[config.mk]
export PLATFORM = sky130hd
export DESIGN_NAME = window_accumulator
export DESIGN_NICKNAME = d
export VERILOG_FILES = /design/src/rtl/wacc_pkg.sv /design/src/rtl/wacc_out_slot.sv /design/src/rtl/window_accumulator.sv
export SDC_FILE = /design/constraint.sdc
export NUM_CORES = 1
export LEC_CHECK = 0
export BUFFER_PORTS_ARGS = -buffer_cell sky130_fd_sc_hd__buf_2
export CAP_MARGIN = 20
export CORE_MARGIN = 8
export CORE_UTILIZATION = 52
export DETAILED_ROUTE_END_ITERATION = 10
export MAX_ROUTING_LAYER = met4
export PLACE_DENSITY = 0.77
export SLEW_MARGIN = 15
export SYNTH_ARGS = -nofsm -noshare
export SYNTH_HDL_FRONTEND = slang
export SYNTH_SLANG_ARGS = --single-unit
[constraint.sdc]
create_clock -name clk -period 3.16 [get_ports clk]
set_input_delay 0.632 -clock clk [delete_from_list [all_inputs] [get_ports clk]]
set_output_delay 0.632 -clock clk [all_outputs]
set_load 0.05 [all_outputs]
[src/rtl/wacc_pkg.sv]
// Shared types and constants for the window accumulator.
// Defines the FSM state type, the default window geometry and the closing-sample test.
package wacc_pkg;

    typedef enum logic {
        ACCUM = 1'b0,
        STALL = 1'b1
    } state_t;

    localparam int WIDTH_DEF    = 32;
    localparam int WIN_LOG2_DEF = 3;
    localparam int WIN_LEN      = 1 << WIN_LOG2_DEF;
    localparam int ACC_W        = WIDTH_DEF + WIN_LOG2_DEF;

    // True when a sample accepted at this count is the last one of a full window.
    function automatic logic win_last(input logic [8:0] cnt, input int win_log2);
        return cnt == 9'((1 << win_log2) - 1);
    endfunction

endpackage

[src/rtl/wacc_out_slot.sv]
// Single-entry output holding register with valid/ready handshake.
// With WACC_AVERAGE_EN defined it also produces out_avg, one extra cycle after loading.
module wacc_out_slot
    import wacc_pkg::*;
#(
    parameter int WIDTH    = 32,
    parameter int WIN_LOG2 = 3,
    localparam int ACC_W   = WIDTH + WIN_LOG2,
    localparam int CNT_W   = WIN_LOG2 + 1
) (
    input  logic             clk,
    input  logic             rst,
    input  logic             load,
    input  logic [ACC_W-1:0] load_sum,
    input  logic [CNT_W-1:0] load_cnt,
    input  logic             out_ready,
    output logic             slot_free,
    output logic             out_valid,
    output logic [ACC_W-1:0] out_sum,
`ifdef WACC_AVERAGE_EN
    output logic [WIDTH-1:0] out_avg,
`endif
    output logic [CNT_W-1:0] out_cnt
);

`ifdef WACC_AVERAGE_EN
    localparam int SLOT_WIN = 1 << WIN_LOG2;

    logic             pending;
    logic [WIDTH-1:0] avg_calc;

    // A loaded window waits one cycle in the slot while its average settles.
    assign slot_free = !pending && (!out_valid || out_ready);

    // Full windows divide by shifting; partial ones pick among constant dividers.
    always_comb begin
        avg_calc = '0;
        if (out_cnt == CNT_W'(SLOT_WIN)) begin
            avg_calc = WIDTH'(out_sum >> WIN_LOG2);
        end else begin
            for (int k = 1; k < SLOT_WIN; k++) begin
                if (out_cnt == CNT_W'(k)) begin
                    avg_calc = WIDTH'(out_sum / ACC_W'(k));
                end
            end
        end
    end

    always_ff @(negedge clk) begin
        if (rst) begin
            pending   <= 1'b0;
            out_valid <= 1'b0;
            out_sum   <= '0;
            out_cnt   <= '0;
            out_avg   <= '0;
        end else if (load) begin
            pending   <= 1'b1;
            out_valid <= 1'b0;
            out_sum   <= load_sum;
            out_cnt   <= load_cnt;
        end else if (pending) begin
            pending   <= 1'b0;
            out_valid <= 1'b1;
            out_avg   <= avg_calc;
        end else if (out_ready) begin
            out_valid <= 1'b0;
        end
    end
`else
    assign slot_free = !out_valid || out_ready;

    always_ff @(negedge clk) begin
        if (rst) begin
            out_valid <= 1'b0;
            out_sum   <= '0;
            out_cnt   <= '0;
        end else if (load) begin
            out_valid <= 1'b1;
            out_sum   <= load_sum;
            out_cnt   <= load_cnt;
        end else if (out_ready) begin
            out_valid <= 1'b0;
        end
    end
`endif

endmodule

[src/rtl/window_accumulator.sv]
// Sums windows of 2**WIN_LOG2 accepted samples (or fewer on flush) into a held output.
// Optional feature macro: WACC_AVERAGE_EN adds out_avg and one cycle of output latency.
module window_accumulator
    import wacc_pkg::*;
#(
    parameter int WIDTH    = 32,
    parameter int WIN_LOG2 = 3,
    localparam int ACC_W   = WIDTH + WIN_LOG2
) (
    input  logic              clk,
    input  logic              rst,
    input  logic              in_valid,
    input  logic [WIDTH-1:0]  in_data,
    output logic              in_ready,
    input  logic              flush,
    output logic              out_valid,
    input  logic              out_ready,
    output logic [ACC_W-1:0]  out_sum,
`ifdef WACC_AVERAGE_EN
    output logic [WIDTH-1:0]  out_avg,
`endif
    output logic [WIN_LOG2:0] out_cnt
);

    localparam int CNT_W = WIN_LOG2 + 1;

    state_t           state;
    logic [ACC_W-1:0] acc;
    logic [CNT_W-1:0] cnt;

    logic             accept;
    logic [ACC_W-1:0] sum_next;
    logic [CNT_W-1:0] cnt_next;
    logic             close;
    logic             slot_free;
    logic             load;
    logic [ACC_W-1:0] load_sum;
    logic [CNT_W-1:0] load_cnt;

    // A sample arriving with a flush counts toward the non-empty test.
    always_comb begin
        accept   = in_valid && in_ready;
        sum_next = acc + (accept ? ACC_W'(in_data) : ACC_W'(0));
        cnt_next = cnt + CNT_W'(accept);
        close    = (state == ACCUM) &&
                   ((accept && win_last(9'(cnt), WIN_LOG2)) ||
                    (flush && (cnt_next != '0)));
        load     = 1'b0;
        load_sum = '0;
        load_cnt = '0;
        if (state == ACCUM && close && slot_free) begin
            load     = 1'b1;
            load_sum = sum_next;
            load_cnt = cnt_next;
        end else if (state == STALL && slot_free) begin
            load     = 1'b1;
            load_sum = acc;
            load_cnt = cnt;
        end
    end

    always_ff @(negedge clk) begin
        if (rst) begin
            state    <= ACCUM;
            acc      <= '0;
            cnt      <= '0;
            in_ready <= 1'b1;
        end else begin
            unique case (state)
                ACCUM: begin
                    if (close && slot_free) begin
                        acc <= '0;
                        cnt <= '0;
                    end else if (close) begin
                        // Park the finished sum in acc until the slot drains.
                        acc      <= sum_next;
                        cnt      <= cnt_next;
                        state    <= STALL;
                        in_ready <= 1'b0;
                    end else if (accept) begin
                        acc <= sum_next;
                        cnt <= cnt_next;
                    end
                end
                STALL: begin
                    if (slot_free) begin
                        acc      <= '0;
                        cnt      <= '0;
                        state    <= ACCUM;
                        in_ready <= 1'b1;
                    end
                end
                default: begin
                    state <= ACCUM;
                end
            endcase
        end
    end

    wacc_out_slot #(
        .WIDTH    (WIDTH),
        .WIN_LOG2 (WIN_LOG2)
    ) u_out_slot (
        .clk       (clk),
        .rst       (rst),
        .load      (load),
        .load_sum  (load_sum),
        .load_cnt  (load_cnt),
        .out_ready (out_ready),
        .slot_free (slot_free),
        .out_valid (out_valid),
        .out_sum   (out_sum),
`ifdef WACC_AVERAGE_EN
        .out_avg   (out_avg),
`endif
        .out_cnt   (out_cnt)
    );

endmodule

==> results of run 1 <==
[cells in the mapped netlist (all sizes together) (12+ instances only)]
master	number	area [um^2]
dfxtp	81	1620
o21ai	35	183
a22o	12	105
and3	40	255
o22ai	13	81.3
a21o	13	97.6
nand3	13	65.1
a21oi	39	195
nor2	81	304
buf	13	63.8
a22oi	28	210
inv	12	45.0
nand2	51	194
ha	34	425
xnor2	20	175
clkbuf	28	105
a222oi	18	180
[metrics by stage]
stage | hold WS, ps | cell area, um^2 | setup TNS (ps) | setup slack (ps)
4_1_cts | 456 | 9440 | -79000 | -1200
3_5_place_dp | 447 | 7390 | -131230 | -1820
3_3_place_gp | 439 | 7390 | -126390 | -1790
2_1_floorplan | 447 | 5960 | -81280 | -1340
[timing repair]
action | in CTS
buffers inserted | 37
endpoints found under the setup margin | 122
pin swaps | 100
resized for setup | 221
cloned | 13
[cell families after synthesis]
family,after synthesis
xor+xnor,29
flops,81
compound gates,217
mux,3
simple gates,231
fa+ha+maj,35
buf+inv,53
==> metrics.txt, run 1 <==
cell row count=36; cts-stage hold buffer count=0; Exit stage=5_1_grt; last worst endpoint in the global-route repair_timing=u_out_slot.out_sum[31]$_SDFFE_NP0P_/D; pin count of the biggest net entering global routing=29; syn avg cell area=8.04 um^2; Initial Utilization=0.534; root cell of the clock tree=clkbuf_8; worst_ep kind=sequential cell input; clk sink count=81; number of library cell types mapped by synthesis=62; main combinational cell family by area after synthesis=compound AO/OA/AOI/OAI gates; number of H-tree levels=3; Die Y-Extent=116 um; fraction of synthesized cell area in xor and xnor cells=0.0487; sequential-to-total area share from yosys stat=0.311; outcome=did not finish; total I/O pin count=78; ys async rst share=0; Post-synth EDFFs=0; Detailed Place HPWL=14000 um; number of buffers inserted during clock tree synthesis=9; mux contribution to synthesized area=0.00600; tool error=[ERROR DPL-0038] Utilization greater than 100%, impossible to legalize; number of I/O port buffers=77; number of buffers on the longest clock path=2; ys flop type=dfxtp_1; post-synthesis net count=721; routability congestion estimate from global placement=0.951; Seq cells post-synth=81; simple logic cell fraction of the synthesized area=0.213; share of synthesized cell area in full adder, half adder and majority cells=0.0854; Synth Instances=649; area of the mapped netlist=0.00522 mm^2; share of the synthesized area in compound gates (AO/OA/AOI/OAI)=0.295; Yosys Warn Count=0; x dimension of the die=116 um; DP Cell Count=960
==> inputs of run 2 (changes only) <==
--- a/config.mk
+++ b/config.mk
@@ -8,10 +8,9 @@
 export BUFFER_PORTS_ARGS = -buffer_cell sky130_fd_sc_hd__buf_2
 export CAP_MARGIN = 20
 export CORE_MARGIN = 8
-export CORE_UTILIZATION = 52
+export CORE_UTILIZATION = 40
 export DETAILED_ROUTE_END_ITERATION = 10
-export MAX_ROUTING_LAYER = met4
-export PLACE_DENSITY = 0.77
+export PLACE_DENSITY_LB_ADDON = 0.15
 export SLEW_MARGIN = 15
 export SYNTH_ARGS = -nofsm -noshare
 export SYNTH_HDL_FRONTEND = slang
==> constraint.sdc (replaced) <==
create_clock -name clk -period 4.1 [get_ports clk]
set_input_delay 0.82 -clock clk [delete_from_list [all_inputs] [get_ports clk]]
set_output_delay 0.82 -clock clk [all_outputs]
set_load 0.05 [all_outputs]
==> run 2 against run 1 <==
  * The flow now finishes, with violations (negative setup slack)
  * Synthesized cell count is the same
  * Area after synthesis did not move
==> metrics.txt, run 2 <==
count of pins over their slew limit=0; Wirelength per Cell=20.7 um; insertion delay to the later sink of the worst-skew pair=430 ps; global-route met3 utilization=0.0783; met1 global-route usage=0.312; syn avg cell area=8.04 um^2 (unchanged); number of DRC markers after the initial detailed-route iteration=715; clk sink count=81 (unchanged); Initial Utilization=0.412 (was 0.534); Die Y-Extent=130 um (was 116 um); DRT antenna net count=0; Seq cells post-synth=81 (unchanged); Worst Hold Depth=2; overall power of the completed layout=0.00363 W; routability congestion estimate from global placement=0.934 (was 0.951); critical setup path kind=input port to flip-flop; Worst Path Max Fanout=5; element type at the critical path end=flip-flop; x dimension of the die=130 um (was 116 um); class of the worst hold path=flip-flop to flip-flop; dpl ws=-1490 ps (was -1820 ps); number of H-tree levels=3 (unchanged); final net count=1032; Setup Viol. Count Final=81; proportion of layout cells with a drive suffix above 1=0.485; vias in the first global route=7082; ys async rst share=0 (unchanged); Setup Skew=31.9 ps; most frequent cells in the layout=buf_4 (134), inv_1 (93), dfxtp_1 (81); gr ovfl total=0; detailed-route DRC error count=0; cell area after placement=0.00740 mm^2 (was 0.00739 mm^2); number of max-capacitance violations reported=0; arrival time at the worst endpoint=3250 ps; post-synthesis net count=721 (unchanged); cell type with the highest aggregate area in the netlist=dfxtp_1 (unchanged); total I/O pin count=78 (unchanged); leakage power of the design=4.34 nW; sequential-to-total area share from yosys stat=0.311 (unchanged); biggest area contributors in the synthesized netlist=dfxtp_1 (31%), ha_1 (8.2%), nor2_1 (5.8%) (unchanged); area of the mapped netlist=0.00522 mm^2 (unchanged); CTS tree=done; number of buffers inserted during clock tree synthesis=9 (unchanged); number of antenna diodes=0; global-route layer with the greatest usage=met2; setup repair after global routing missed its margin=true; Synth Instances=649 (unchanged); Die Outline Area=0.0169 mm^2; met2 GRT Util=0.453; Yosys Warn Count=0 (unchanged); ys flop type=dfxtp_1 (unchanged); DR vias/cell=5.98; normalized max-slew margin=0.511; DRT Wirelength=23500 um; violations in the final reports=negative setup slack; first-pass GRT wire length=35800 um; pin count of the biggest net entering global routing=35; Post-Route Utilization=0.743; root cell of the clock tree=clkbuf_16 (was clkbuf_8); number of cell instances on the worst register-to-register path=12; outcome=finished, violations left (was did not finish); number of antenna violations at the first check in global routing=0; most common cell after layout, fill and taps aside=buf_4; slew at the pin with the worst max-slew slack=733 ps; Layout Area Growth over Synthesis=80.6%; top flop regs=acc x35, u_out_slot.out_sum x35; DR pass1 iterations=7; Yosys top cell area share=0.311 (unchanged); list of most frequent post-synthesis cells=dfxtp_1 (81), nor2_1 (81), nand2_1 (50), a21oi_1 (39), and3_1 (39) (unchanged); number of buffers on the longest clock path=2 (unchanged); power density over the cells=385 mW/mm^2; clock slew seen by the registers of the worst setup and hold paths=40 ps; Core Box Area=0.0127 mm^2; total number of vias=6800; Post-synth EDFFs=0 (unchanged); setup slack of the critical path after layout=-893 ps; Finished Cell Area=0.00942 mm^2; Total Routing Usage GR=0.273; number of library cell types mapped by synthesis=62 (unchanged); Setup crit start kind=input port; Filler cells=864; hold violation total from the final report=0; cell row count=41 (was 36); number of I/O port buffers=77 (unchanged); Detailed Place HPWL=13400 um (was 14000 um); Peak VDD IR=0.000222 V; Crit path required time=2360 ps
-- run 2: stage by stage --
step	TNS (ps)	hold WS, ps	instances
after detailed placement	-105610	445	998
after floorplan	-58440	447	649
after global placement	-100190	442	998
after global routing	-61180	468	1137
final	-56910	461	1137
after CTS	-53970	458	1132
-- run 2: where the power goes --
part / internal, W / leakage [nW] / switching (W)
clock: 0.000577 / 0.584 / 0.000595
sequential: 0.000875 / 0.660 / 0.0000964
combinational: 0.000697 / 3.09 / 0.000789
total: 0.00215 / 4.34 / 0.00148
-- run 2: timing repair --
action | in CTS | in global routing
cloned | 15 | 1
endpoints found under the setup margin | 81 | 81
pin swaps | 87 | 53
gates resized for setup | 144 | 56
hold buffers | 0 | 0
buffers inserted | 24 | 10
-- run 2: final cells by class --
class | count | area [um^2] | area share
clock buffers | 9 | 225 | 0.0239
clock inverters | 88 | 372 | 0.0395
inverters | 11 | 43.8 | 0.00465
multi-input cells | 519 | 4760 | 0.505
flip-flops and latches | 81 | 1620 | 0.172
well taps | 172 | 215 | 0.0229
repair buffers | 257 | 2180 | 0.232
-- run 2: cell families after synthesis --
family | after synthesis | share of synthesized area
AND/OR/NAND/NOR | 231 | 0.213
AO/OA/AOI/OAI | 217 | 0.295
flip-flops | 81 | 0.311
buffers and inverters | 53 | 0.0410
adder cells (fa/ha/maj) | 35 | 0.0854
XOR/XNOR | 29 | 0.0487
multiplexers | 3 | 0.00600
-- run 2: worst max-delay path, cell delays in order --
cell and delay (ps):
buf_12 120, and3_4 170, ha_4 160, fa_2 370, a211oi_2 250, o21ai_2 100
nor3b_4 170, o31a_1 350, o21ai_4 230, buf_6 150, buf_12 100, o21ai_2 50
a31o_1 200
-- run 2: layer usage --
metal  share of wire  wire [um]
met3           0.082       1920
met5               0          0
met2            0.49      11400
met1            0.40       9410
met4           0.031        725
-- run 2: path summary, 6_finish.rpt --
| kind | from | to | slack [ps] |
|---|---|---|---|
| worst max register to register | in_ready | u_out_slot.out_sum[30] | 880 |
| worst min-delay path | u_out_slot.out_sum[5] | u_out_slot.out_sum[5] | 460 |
| worst min register to register | u_out_slot.out_sum[5] | u_out_slot.out_sum[5] | 460 |
| worst max-delay path | in_valid | u_out_slot.out_sum[30] | -890 |
Power figures use the tool's default switching activity.
